$ cat src/rtl/rst_seq_pkg.sv
// Shared types and constants for the reset sequencer.
// Holds the sequencer state encoding and the reset-cause codes reported on rst_cause.
package rst_seq_pkg;

  typedef enum logic [1:0] {
    HOLD = 2'd0,
    GAP  = 2'd1,
    RUN  = 2'd2
  } seq_state_e;

  localparam logic [1:0] CAUSE_POR = 2'd0;
  localparam logic [1:0] CAUSE_WDT = 2'd1;
  localparam logic [1:0] CAUSE_SW  = 2'd2;

endpackage

$ cat src/rtl/rst_seq_timer.sv
// Loadable up-counter with synchronous clear and a compare-match against a terminal value.
// A single instance times both the HOLD and GAP phases.
module rst_seq_timer #(
  parameter int CNT_W = 8
) (
  input  logic             clock,
  input  logic             clear,
  input  logic             enable,
  input  logic             load,
  input  logic [CNT_W-1:0] load_val,
  input  logic [CNT_W-1:0] term,
  output logic             match
);

  logic [CNT_W-1:0] cnt_q;

  always_ff @(posedge clock) begin
    if (clear) begin
      cnt_q <= '0;
    end else if (load) begin
      cnt_q <= load_val;
    end else if (enable) begin
      cnt_q <= cnt_q + CNT_W'(1);
    end
  end

  assign match = (cnt_q == term);

endmodule

$ cat src/rtl/rst_seq_ctrl.sv
// Reset sequencer: holds dependent domains in reset, then releases them in index order
// with fixed spacing. Watchdog and per-domain software requests restart the sequence.
module rst_seq_ctrl
  import rst_seq_pkg::*;
#(
  parameter int NUM_DOMAINS = 3,
  parameter int HOLD_CYCLES = 16,
  parameter int GAP_CYCLES  = 4,
  parameter int CNT_W       = 8,
  localparam int IDX_W      = (NUM_DOMAINS > 1) ? $clog2(NUM_DOMAINS) : 1
) (
  input  logic                   clock,
  input  logic                   reset,
  input  logic                   test_mode,
  input  logic                   wdt_rst_req,
  input  logic [NUM_DOMAINS-1:0] sw_rst_req,
  output logic [NUM_DOMAINS-1:0] domain_rst,
  output logic                   seq_busy,
  output logic [1:0]             rst_cause,
  output logic [IDX_W-1:0]       rst_base,
  output seq_state_e             state_dbg
);

  localparam logic [NUM_DOMAINS-1:0] ALL_ONES = '1;
  localparam logic [IDX_W-1:0]       LAST_IDX = IDX_W'(NUM_DOMAINS - 1);

  seq_state_e             state_q, state_d;
  logic [NUM_DOMAINS-1:0] dr_q, dr_d;
  logic [IDX_W-1:0]       cur_q, cur_d, cur_inc;
  logic [1:0]             cause_q, cause_d;
  logic [IDX_W-1:0]       base_q, base_d;
  logic [IDX_W-1:0]       sw_idx;
  logic                   sw_any;
  logic                   tmr_clr, tmr_en, tmr_match;
  logic [CNT_W-1:0]       tmr_term;

  assign sw_any   = |sw_rst_req;
  assign cur_inc  = cur_q + IDX_W'(1);
  assign tmr_en   = (state_q != RUN);
  assign tmr_term = (state_q == HOLD) ? CNT_W'(HOLD_CYCLES - 1) : CNT_W'(GAP_CYCLES - 1);

  // Lowest set request bit wins, so scan from the top down.
  always_comb begin
    sw_idx = '0;
    for (int k = NUM_DOMAINS - 1; k >= 0; k--) begin
      if (sw_rst_req[k]) sw_idx = IDX_W'(k);
    end
  end

  always_comb begin
    state_d = state_q;
    dr_d    = dr_q;
    cur_d   = cur_q;
    cause_d = cause_q;
    base_d  = base_q;
    tmr_clr = reset;
    if (wdt_rst_req) begin
      state_d = HOLD;
      dr_d    = ALL_ONES;
      cause_d = CAUSE_WDT;
      base_d  = '0;
      tmr_clr = 1'b1;
    end else if (state_q == RUN && sw_any) begin
      // Domains below the requested index stay released.
      state_d = HOLD;
      dr_d    = ALL_ONES << sw_idx;
      cause_d = CAUSE_SW;
      base_d  = sw_idx;
      tmr_clr = 1'b1;
    end else begin
      case (state_q)
        HOLD: begin
          if (tmr_match) begin
            dr_d[base_q] = 1'b0;
            cur_d        = base_q;
            tmr_clr      = 1'b1;
            state_d      = (base_q == LAST_IDX) ? RUN : GAP;
          end
        end
        GAP: begin
          if (tmr_match) begin
            dr_d[cur_inc] = 1'b0;
            cur_d         = cur_inc;
            tmr_clr       = 1'b1;
            if (cur_inc == LAST_IDX) state_d = RUN;
          end
        end
        default: ;
      endcase
    end
  end

  always_ff @(posedge clock) begin
    if (reset) begin
      state_q <= HOLD;
      dr_q    <= ALL_ONES;
      cur_q   <= '0;
      cause_q <= CAUSE_POR;
      base_q  <= '0;
    end else begin
      state_q <= state_d;
      dr_q    <= dr_d;
      cur_q   <= cur_d;
      cause_q <= cause_d;
      base_q  <= base_d;
    end
  end

  rst_seq_timer #(.CNT_W(CNT_W)) u_timer (
    .clock    (clock),
    .clear    (tmr_clr),
    .enable   (tmr_en),
    .load     (1'b0),
    .load_val ('0),
    .term     (tmr_term),
    .match    (tmr_match)
  );

  // Scan bypass drives domain resets straight from the input; the FSM keeps running.
  assign domain_rst = test_mode ? {NUM_DOMAINS{reset}} : dr_q;
  assign seq_busy   = (state_q != RUN);
  assign rst_cause  = cause_q;
  assign rst_base   = base_q;
  assign state_dbg  = state_q;

endmodule

$ cat config.mk
export PLATFORM = sky130hd
export DESIGN_NAME = rst_seq_ctrl
export DESIGN_NICKNAME = d
export VERILOG_FILES = /design/src/rtl/rst_seq_pkg.sv /design/src/rtl/rst_seq_timer.sv /design/src/rtl/rst_seq_ctrl.sv
export SDC_FILE = /design/constraint.sdc
export NUM_CORES = 1
export LEC_CHECK = 0
export ABC_AREA = 1
export CAP_MARGIN = 25
export CELL_PAD_IN_SITES_DETAIL_PLACEMENT = 0
export CELL_PAD_IN_SITES_GLOBAL_PLACEMENT = 1
export CORE_ASPECT_RATIO = 0.75
export CORE_UTILIZATION = 25
export CTS_CLUSTER_SIZE = 28
export DETAILED_ROUTE_END_ITERATION = 16
export PLACE_DENSITY_LB_ADDON = 0.1
export SYNTH_ARGS = -nofsm -noshare
export SYNTH_HDL_FRONTEND = slang
export SYNTH_HIERARCHICAL = 1
export SYNTH_SLANG_ARGS = --single-unit
$ cat constraint.sdc
create_clock -name clock -period 3.4 [get_ports clock]
set_input_delay 0.68 -clock clock [delete_from_list [all_inputs] [get_ports clock]]
set_output_delay 0.68 -clock clock [all_outputs]
set_load 0.05 [all_outputs]
# Word level (Yosys, flattened, before mapping)
# Index checks and enable logic that the tools add are counted.
# classes
add_sub_neg,2
n_mul,0
div_mod_pow,0
magnitude_cmp,4
eq_ne,11
shift,1
mux,27
n_bitwise,6
n_reduce_logical,14
# ops
cell,n
$mux W2,9
$mux W3,4
$add A8 B1 Y8 const B,1
$eq A8 B4 Y1,1
$mux W1,8
$ne A2 B2 Y1 const B,4
$pmux W2 S2,2
$and A3 B3 Y3,2
$eq A2 B2 Y1 const B,3
$lt A2 B3 Y1 const B,2
$not A3 Y3,2
$pmux W3 S2,1
$reduce_or A3 Y1,2
$reduce_and A5 Y1,1
$demux W1 S2,2
$ge A2 B1 Y1 const B,2
$mux W4,1
$reduce_and A4 Y1,1
$reduce_bool A2 Y1,2
$reduce_or A2 Y1,2
$logic_and A1 B1 Y1,3
$ne A3 B2 Y1 const B,1
$ne A3 B3 Y1 const B,1
$reduce_and A3 Y1,1
other kinds (6),7
# totals
reg_bits,19
latchBits,0
ram_bits,0
mem_bits_ro,0
input_bits,7
output_inout_bits,10
word_cells,72
mem_count,0

# Depth between registers and ports, before layout
# Gate-level depths: netlist of run 1.
# depth
word_depth,10
mapped_depth,9
mapped_depth_nobuf,9

# Cells and area by module
# Netlist of run 1, hierarchy kept.
# modules_own_cells
mod,n_inst,cells_each,area_per_inst_um2,seq_area_each_um2
rst_seq_ctrl,1,100,659.4,220.2
rst_seq_timer,1,80,569.3,160.2

# Least setup slack after synthesis of run 1
# No wires, ideal clock.
# synth_path
path_kind,input -> output
startpoint,input port test_mode
endpoint,output port domain_rst[0]
arrival_ps,1776
t_required_ps,2720
path_slack_ps,944
stages,1
path_buffers,0
cell_sequence,o21ai_0
# synth_via
elab_chain_cells,1
# synth_rtl
element,line_no,text
from (decl),rst_seq_ctrl.sv:14,"input logic test_mode,"
$mux W3,rst_seq_ctrl.sv:120,assign domain_rst = test_mode ? {NUM_DOMAINS{reset}} : dr_q;
to (decl),rst_seq_ctrl.sv:17,"output logic [NUM_DOMAINS-1:0] domain_rst,"
# No other way between the ends.

# Worst setup path in the final report of run 1
# layout_path
startpoint,input port reset
endpoint,output port domain_rst[2]
# layout_via
elab_chain_cells,1
# layout_rtl
element,line_no,text
from (decl),rst_seq_ctrl.sv:13,"input logic reset,"
$mux W3,rst_seq_ctrl.sv:120,
# No other way between the ends.

==> results.txt, run 1 <==
status = finished clean
HP Class = flop to flop
Leak = 0.674 nW
Final Cycle Share = 85.0%
All-Layer GR Usage = 12.6%
CTS tree = done
Critical Path Fanout Max = 4
clk_lat worst skew = 0.26 ns
FILL cells = 510
post-synthesis async set-or-reset flop share = 0%
Worst setup EP type = output pin
Routability Congestion = 0.714
max_cap viols = 0
DR DRC count = 0
max incr delay on CP = 0.82 ns
final slew viol count = 0
CP dominant cell by count = clkdlybuf4s50_1
initial drt markers = 40
Seq cells post-synth = 19
Initial Utilization = 26.7%
CTS root buffer = clkbuf_8
setup bufs post-CTS = 0
CP Buf/Inv Count = 2
final setup fails = 0
Synth Area per Inst = 6.83 sq um
placed cell areas = 1500 sq um
worst-margin pin slew = 0.502 ns
Design Area, Final = 1550 sq um
Worst Path Required = 2.72 ns
Syn Inst Count = 180
Area Overhead vs Synth = 26.2%
die width = 83.0 um
NumNets Final = 224
cells along the critical path = clkdlybuf4s50_1, nand2_1, o21ai_0, clkdlybuf4s50_1
die footprint = 5200 sq um
Yosys warning total = 6
Arrival @ worst endpoint = 2.21 ns
Die H = 62.7 um
Synth area leaders = dfxtp_1 31%, nand2_1 12%, inv_1 7.0%, xnor2_1 5.7%, nor2_1 5.2%
Avg Vias per Cell = 4.24
DR pass1 iterations = 4
H-tree levels = 1
leading cell types by count after synthesis = 39 x nand2_1, 23 x inv_1, 19 x dfxtp_1
sequential cell area fraction in the yosys report = 31.0%
Core Box Area = 4600 sq um
Synth Cell Area = 1230 sq um
post-route minimum period = 2.89 ns
global-route wire length before repair = 5.20 mm
Hold Vio Cnt, Final = 0
largest net degree at the start of global routing = 12
cell with the most instances after synthesis = nand2_1
Setup crit start kind = input port
Post-synth EDFFs = 0
Top FF cell, synth = dfxtp_1
Worst slew margin = 66.5%
Post-Route WL = 2.94 mm
Sink Count = 19
number of port buffers = 16
ant diodes = 0
Final Non-Filler Cells = 269
IO Count = 17
vias in the first global route = 1077
worst-case clock buffer depth = 2
highest clock rate = 0.346 GHz
via count = 1140
initial antenna violation count = 0
grt ovf = 0
CTS Hold Buffers Added = 0
largest area contributor in the netlist = dfxtp_1
setup TNS = 0 ns
wire per inst = 10.9 um
Worst path slowest cell = clkdlybuf4s50_1
Reg clk slew, reported paths = 0.08 ns
top cell type's share of synthesized area = 31.0%
worst-case vdd ir drop = 0.000134 V
post-route antenna net violation count = 0
DP Wirelength = 2.32 mm
P per Cell Area = 293 nW/um^2
post-cts sizing count = 0
Clock Skew = 0.00631 ns
CP delay by family, top = buffers and inverters
ratio of cells with drive above 1 in the final layout = 12.3%
unrepaired setup endpoints after global routing = false
Setup CP Type = input port to output pin
DP Cell Count = 265
Inserted Clock Buffers = 3
FP Rows = 21
library cells used by synthesis = 28
==> sequential cells by signal, indices dropped and copies added (netlist names) <==
register,cells
u_timer/cnt_q,8
dr_q,3
cur_q,2
rst_base,2
rst_cause,2
state_dbg,2
==> logic make-up (layout without fill, tap and decap cells) <==
logic type	count (synthesis)	after routing	share of synthesized area (%)
other cells	2	15	0.611
flops	19	19	31.0
fa+ha+maj	4	4	4.07
xor+xnor	9	9	6.42
simple gates	81	81	32.0
buf+inv	31	50	9.88
compound gates	34	34	16.1
==> power by group <==
part | total (mW) | internal (mW) | switching, mW
Combinational | 0.0624 | 0.0256 | 0.0368
Clock | 0.159 | 0.0814 | 0.0780
Sequential | 0.233 | 0.227 | 0.00608
Total | 0.455 | 0.334 | 0.121
==> worst register-to-register path: stages (launching register included) <==
cell     delay [ns]
dfxtp_1        0.52
nor2_1         0.14
xnor2_1        0.16
nand4_1        0.13
nor2_1         0.19
nand2_4        0.11
nand2_1        0.24
inv_1          0.12
o21ai_0        0.10
a21oi_1        0.04
==> placed cells by master (no fill, tap or decap), drive strengths merged <==
cell type	n
xnor2	8
nor2	23
a21oi	13
dfxtp	19
inv	29
nor3	1
a22oi	5
clkdlybuf4s50	16
o211ai	1
ha	4
nand2	44
clkinv	2
o21bai	2
nand3	10
xor2	1
conb	15
nand4	3
clkbuf	3
o21ai	13
==> per-stage QoR <==
| step | util, % | hold WS [ns] | setup WS, ns | total power [mW] |
|---|---|---|---|---|
| 2_1_floorplan | - | 0.418 | 0.944 | 0.279 |
| 3_3_place_gp | 32.7 | 0.446 | 0.540 | 0.299 |
| 3_5_place_dp | 32.7 | 0.450 | 0.500 | 0.300 |
| 4_1_cts | 33.7 | 0.467 | 0.500 | 0.464 |
| 5_1_grt | 33.7 | 0.501 | 0.423 | 0.488 |
| 6_report | 33.7 | 0.460 | 0.511 | 0.455 |
==> worst paths after layout <==
kind	depth (start not counted)	slack [ns]	end	start
max	4	0.51	domain_rst[2]	reset
min	2	0.46	rst_cause[1]	rst_cause[1]
max reg2reg	9	1.57	u_timer/cnt_q[2]	state_dbg[0]
min reg2reg	2	0.46	rst_cause[1]	rst_cause[1]
==> layer usage <==
metal | track usage (%) | vias up | part of all wire (%)
met1 | 19.3 | 493 | 58
met3 | 3.57 | 2 | 3.6
li1 | - | 626 | -
met5 | 0 | - | 0
met2 | 17.2 | 19 | 38
met4 | 2.59 | 0 | 0.65
==> layout make-up <==
class                   count  area (sq um)  share of cell area, %
multi-input cells         143           776                   50.0
flip-flops and latches     19           380                   24.5
repair buffers             16           160                   10.3
inverters                  30           116                   7.51
well taps                  57          71.3                   4.60
clock buffers               3          41.3                   2.66
clock inverters             1          5.00                  0.323
No activity file was read; power rests on OpenSTA's default activity.
==> run 2: changes to the inputs <==
==> constraint.sdc (replaced) <==
create_clock -name clock -period 2.4 [get_ports clock]
set_input_delay 0.48 -clock clock [delete_from_list [all_inputs] [get_ports clock]]
set_output_delay 0.48 -clock clock [all_outputs]
set_load 0.05 [all_outputs]
==> run 2 against run 1 <==
- non-clock buffer count grew 1
- flip-flop and latch count stayed put
- sequential power grew 42%
- critical endpoint is now rst_base[1]
- via count grew 1.5%
- clock power grew 43%
==> results.txt, run 2 (synthesis results as in run 1) <==
Final Non-Filler Cells = 270 (+0.37%)
post-route minimum period = 1.99 ns
Worst path slowest cell = clkdlybuf4s50_1
wire per inst = 10.8 um (-1.3%)
All-Layer GR Usage = 12.5% (-0.14 points)
worst-margin pin slew = 0.500 ns (-0.00102 ns)
NumNets Final = 225 (+0.45%)
total power = 0.654 mW (+44%)
Sink Count = 19 (unchanged)
setup bufs post-CTS = 0 (unchanged)
Worst slew margin = 66.5% (+0.068 points)
number of port buffers = 16 (unchanged)
post-route antenna net violation count = 0 (unchanged)
Hold Vio Cnt, Final = 0 (unchanged)
Arrival @ worst endpoint = 1.51 ns (-0.70 ns)
CTS root buffer = clkbuf_8
r2r worst-path depth = 9 (unchanged)
Worst setup EP type = output pin
Worst Setup EP = rst_base[1]
Clock Skew = 0.00755 ns (+0.00124 ns)
initial antenna violation count = 0 (unchanged)
die width = 83.0 um (unchanged)
die footprint = 5200 sq um (unchanged)
highest clock rate = 0.502 GHz
CTS tree = done
DR DRC count = 0 (unchanged)
Reg clk slew, reported paths = 0.08 ns (about the same)
unrepaired setup endpoints after global routing = false
Post-Route WL = 2.91 mm (-0.88%)
CTS Hold Buffers Added = 0 (unchanged)
P per Cell Area = 413 nW/um^2 (+41%)
vias in the first global route = 1065 (-1.1%)
Worst Path Required = 1.92 ns (-0.80 ns)
Reg with most FFs = u_timer/cnt_q
reg-to-reg critical path startpoint = state_dbg[1]
final setup fails = 0 (unchanged)
final slew viol count = 0 (unchanged)
initial drt markers = 45 (+13%)
final core utilization = 34.4% (+0.73 points)
max incr delay on CP = 0.84 ns (+0.02 ns)
HP Class = flop to flop
Setup crit start kind = flop
status = finished clean
Reg2Reg Setup Slack = 0.66 ns (-0.91 ns)
worst-case vdd ir drop = 0.000187 V (+39%)
DR pass1 iterations = 4 (unchanged)
largest net degree at the start of global routing = 11 (-1)
Largest regs = u_timer/cnt_q (8), dr_q (3)
Final Cycle Share = 83.0%
DP Cell Count = 266 (+0.38%)
Setup CP Type = flop to output pin
Area Overhead vs Synth = 28.9%
max FFs per register = 8 (unchanged)
Setup WS pre-CTS = 0.349 ns (-0.151 ns)
final worst setup slack = 0.407 ns (-0.104 ns)
FILL cells = 481 (-5.7%)
global-route wire length before repair = 5.15 mm (-0.79%)
Avg Vias per Cell = 4.29 (+1.1%)
IO Count = 17 (unchanged)
via count = 1157 (+1.5%)
Core Box Area = 4600 sq um (unchanged)
Critical Path Start = rst_base[1]
ratio of cells with drive above 1 in the final layout = 14.1% (+1.8 points)
Critical Path Stages = 1 (-3)
Die H = 62.7 um (unchanged)
cells along the critical path = clkdlybuf4s50_1
Initial Utilization = 26.7% (unchanged)
max_cap viols = 0 (unchanged)
FP Rows = 21 (unchanged)
setup TNS = 0 ns (unchanged)
worst-case clock buffer depth = 2 (unchanged)
most frequent cells in the layout = 39 x nand2_1, 23 x inv_1, 19 x dfxtp_1, 17 x nor2_1, 15 x conb_1
Critical Path Fanout Max = 5 (+1)
grt ovf = 0 (unchanged)
Leak = 0.694 nW (+2.9%)
commonest non-fill, non-tap cell in the layout = nand2_1
DP Wirelength = 2.36 mm (+1.9%)
ant diodes = 0 (unchanged)
clk_lat worst skew = 0.26 ns (about the same)
Routability Congestion = 0.771 (+8.0%)
CP delay by family, top = buffers and inverters
post-cts sizing count = 0 (unchanged)
CP Buf/Inv Count = 1 (-1)
Worst R2R End = u_timer/cnt_q[2]
Inserted Clock Buffers = 3 (unchanged)
H-tree levels = 1 (unchanged)
==> run 2: stage by stage <==
| stage | cell area [sq um] | hold slack (ns) |
|---|---|---|
| final | 1580 | 0.459 |
| after global routing | 1580 | 0.486 |
| after CTS | 1580 | 0.464 |
| after detailed placement | 1540 | 0.444 |
| after global placement | 1540 | 0.452 |
| after floorplan | 1280 | 0.418 |
==> run 2: how the worst min path moves through the flow <==
stage / start / endpoint / depth (start not counted)
after floorplan: dr_q[2] / dr_q[2] / 2
after global placement: dr_q[2] / dr_q[2] / 2
after detailed placement: dr_q[2] / dr_q[2] / 2
after CTS: dr_q[2] / dr_q[2] / 2
after global routing: rst_cause[1] / rst_cause[1] / 2
final: dr_q[2] / dr_q[2] / 2
==> run 2: layout make-up <==
type | count | area [sq um] | share of cell area (%)
multi-input combinational | 143 | 776 | 49.0
sequential | 19 | 380 | 24.0
timing repair buffer | 17 | 195 | 12.3
inverter | 30 | 116 | 7.35
tap | 57 | 71.3 | 4.50
clock buffer | 4 | 45.0 | 2.84
==> run 2: metal layers <==
layer / up-vias / part of all wire, % / global-route usage, %
met2: 12 / 38 / 16.6
met5: - / 0 / 0
li1: 621 / - / -
met4: 0 / 0.65 / 1.94
met1: 522 / 58 / 19.6
met3: 2 / 3.2 / 3.57
==> run 2: power by group <==
part           switching [mW]  total, mW  internal (mW)
combinational          0.0538     0.0969         0.0430
clock                   0.109      0.227          0.118
sequential            0.00913      0.330          0.321
==> run 3: changes to the inputs <==
==> constraint.sdc (replaced) <==
create_clock -name clock -period 1.6 [get_ports clock]
set_input_delay 0.32 -clock clock [delete_from_list [all_inputs] [get_ports clock]]
set_output_delay 0.32 -clock clock [all_outputs]
set_load 0.05 [all_outputs]
==> run 3 against run 2 <==
- sequential share of layout area down 2.0 points
- via count increased by 2.9%
- clock power up 53%
- register-to-register slack worse by 0.48 ns
- flip-flop and latch count is the same
- non-clock buffer count rose by 15
- cell count is 5.6% higher
- critical path type is now input port to output pin
==> results.txt, run 3 (synthesis results as in run 1) <==
initial antenna violation count = 0 (unchanged)
Leak = 0.798 nW (+15%)
Avg Vias per Cell = 4.18 (-2.6%)
initial drt markers = 44 (-2.2%)
largest net degree at the start of global routing = 11 (unchanged)
clk_lat worst skew = 0.25 ns (about the same)
Worst setup EP type = output pin
Worst Path Required = 1.28 ns (-0.64 ns)
Post-Route WL = 3.06 mm (+5.1%)
GR Util met1 = 21.0% (+1.3 points)
status = finished clean
Setup crit start kind = input port
wire per inst = 10.7 um (-0.45%)
H-tree levels = 1 (unchanged)
post-route minimum period = 1.59 ns
CTS root buffer = clkbuf_8
FILL cells = 496 (+3.1%)
via count = 1190 (+2.9%)
Hold Vio Cnt, Final = 0 (unchanged)
ant diodes = 0 (unchanged)
final worst setup slack = 0.00602 ns (-0.401 ns)
commonest non-fill, non-tap cell in the layout = nand2_1
DP Wirelength = 2.52 mm (+6.8%)
All-Layer GR Usage = 13.4% (+0.87 points)
global-route wire length before repair = 5.64 mm (+9.4%)
Final Cycle Share = 99.6%
unrepaired setup endpoints after global routing = true
GR peak layer = met1
worst-case vdd ir drop = 0.000410 V (+120%)
Register Area = 385 sq um (+1.3%)
Multi-input gate area = 791 sq um (+1.9%)
GRT met2 Usage = 18.0% (+1.4 points)
Reg clk slew, reported paths = 0.08 ns (about the same)
number of port buffers = 16 (unchanged)
Largest regs = u_timer/cnt_q (8), dr_q (3)
Inserted Clock Buffers = 3 (unchanged)
DR pass1 iterations = 4 (unchanged)
Critical Path Fanout Max = 4 (-1)
FP Rows = 21 (unchanged)
Initial Utilization = 26.7% (unchanged)
die width = 83.0 um (unchanged)
grt ovf = 0 (unchanged)
Arrival @ worst endpoint = 1.27 ns (-0.24 ns)
Core Box Area = 4600 sq um (unchanged)
Clock Skew = 0.000966 ns (-0.00658 ns)
die footprint = 5200 sq um (unchanged)
P per Cell Area = 575 nW/um^2 (+39%)
post-route antenna net violation count = 0 (unchanged)
NumNets Final = 240 (+6.7%)
Area Overhead vs Synth = 42.6%
highest clock rate = 0.627 GHz
CTS Hold Buffers Added = 0 (unchanged)
ratio of cells with drive above 1 in the final layout = 25.0% (+11 points)
Die H = 62.7 um (unchanged)
max FFs per register = 8 (unchanged)
worst-case clock buffer depth = 2 (unchanged)
final setup fails = 0 (unchanged)
final slew viol count = 0 (unchanged)
HP Class = flop to flop
Setup WS pre-CTS = -0.0130 ns (-0.362 ns)
Reg with most FFs = u_timer/cnt_q
DR DRC count = 0 (unchanged)
Sink Count = 19 (unchanged)
Routability Congestion = 0.736 (-4.6%)
vias in the first global route = 1178 (+11%)
most frequent cells in the layout = 39 x nand2_1, 23 x inv_1, 19 x buf_4, 17 x dfxtp_1, 15 x conb_1
CTS tree = done
IO Count = 17 (unchanged)
Setup CP Type = input port to output pin
met3 global-route usage = 3.57% (unchanged)
max_cap viols = 0 (unchanged)
worst hold slack = 0.457 ns (-0.00134 ns)
==> run 3: changes by cell type in the layout (fill, tap and decap cells not counted), sizes merged <==
cell           before  now
buf                 5   26
clkdlybuf4s50      12    6
==> run 3: per-stage QoR <==
step	TNS [ns]	util, %	instances	instance area [sq um]	total power, mW
6_report	0	38.1	285	1750	1.01
5_1_grt	-0.0897	38.1	285	1750	1.07
4_1_cts	0	37.8	285	1740	1.02
3_5_place_dp	-0.0130	36.6	280	1680	0.669
3_3_place_gp	0	36.6	280	1680	0.667
2_1_floorplan	0	-	193	1280	0.593
==> run 3: metal layers <==
metal,share of wire [%],wire length (um)
met5,0,0
met4,0.62,19
met3,3.8,116
met2,37,1150
met1,58,1780
==> run 3: worst max-delay path: stages <==
cell	delay (ns)
clkdlybuf4s50_1	0.53
nand2_1	0.10
o21ai_1	0.15
buf_12	0.17
==> run 3: timing repair <==
action                                  CTS  global route
endpoints found under the setup margin    1            16
pin swaps                                 1             2
resized for setup                         0             5
setup buffers                             1             0
==> run 3: path summary, 6_finish.rpt <==
path / from / end / slack (ns) / depth (start not counted)
worst max-delay path: reset / domain_rst[2] / 0.006 / 4
worst min-delay path: rst_cause[1] / rst_cause[1] / 0.46 / 2
worst max register to register: state_dbg[1] / dr_q[0] / 0.18 / 9
worst min register to register: rst_cause[1] / rst_cause[1] / 0.46 / 2
==> run 3: cell type report <==
| type | instances | area share [%] |
|---|---|---|
| Inverter | 30 | 6.64 |
| Tap cell | 57 | 4.07 |
| Timing Repair Buffer | 32 | 19.6 |
| Multi-Input combinational cell | 143 | 45.1 |
| Sequential cell | 19 | 22.0 |
| Clock buffer | 4 | 2.57 |
==> run 3: where the power goes <==
part | leakage [nW] | internal [mW] | total, mW | switching (mW)
sequential | 0.156 | 0.480 | 0.489 | 0.00925
clock | 0.0228 | 0.177 | 0.347 | 0.170
combinational | 0.619 | 0.0809 | 0.171 | 0.0903
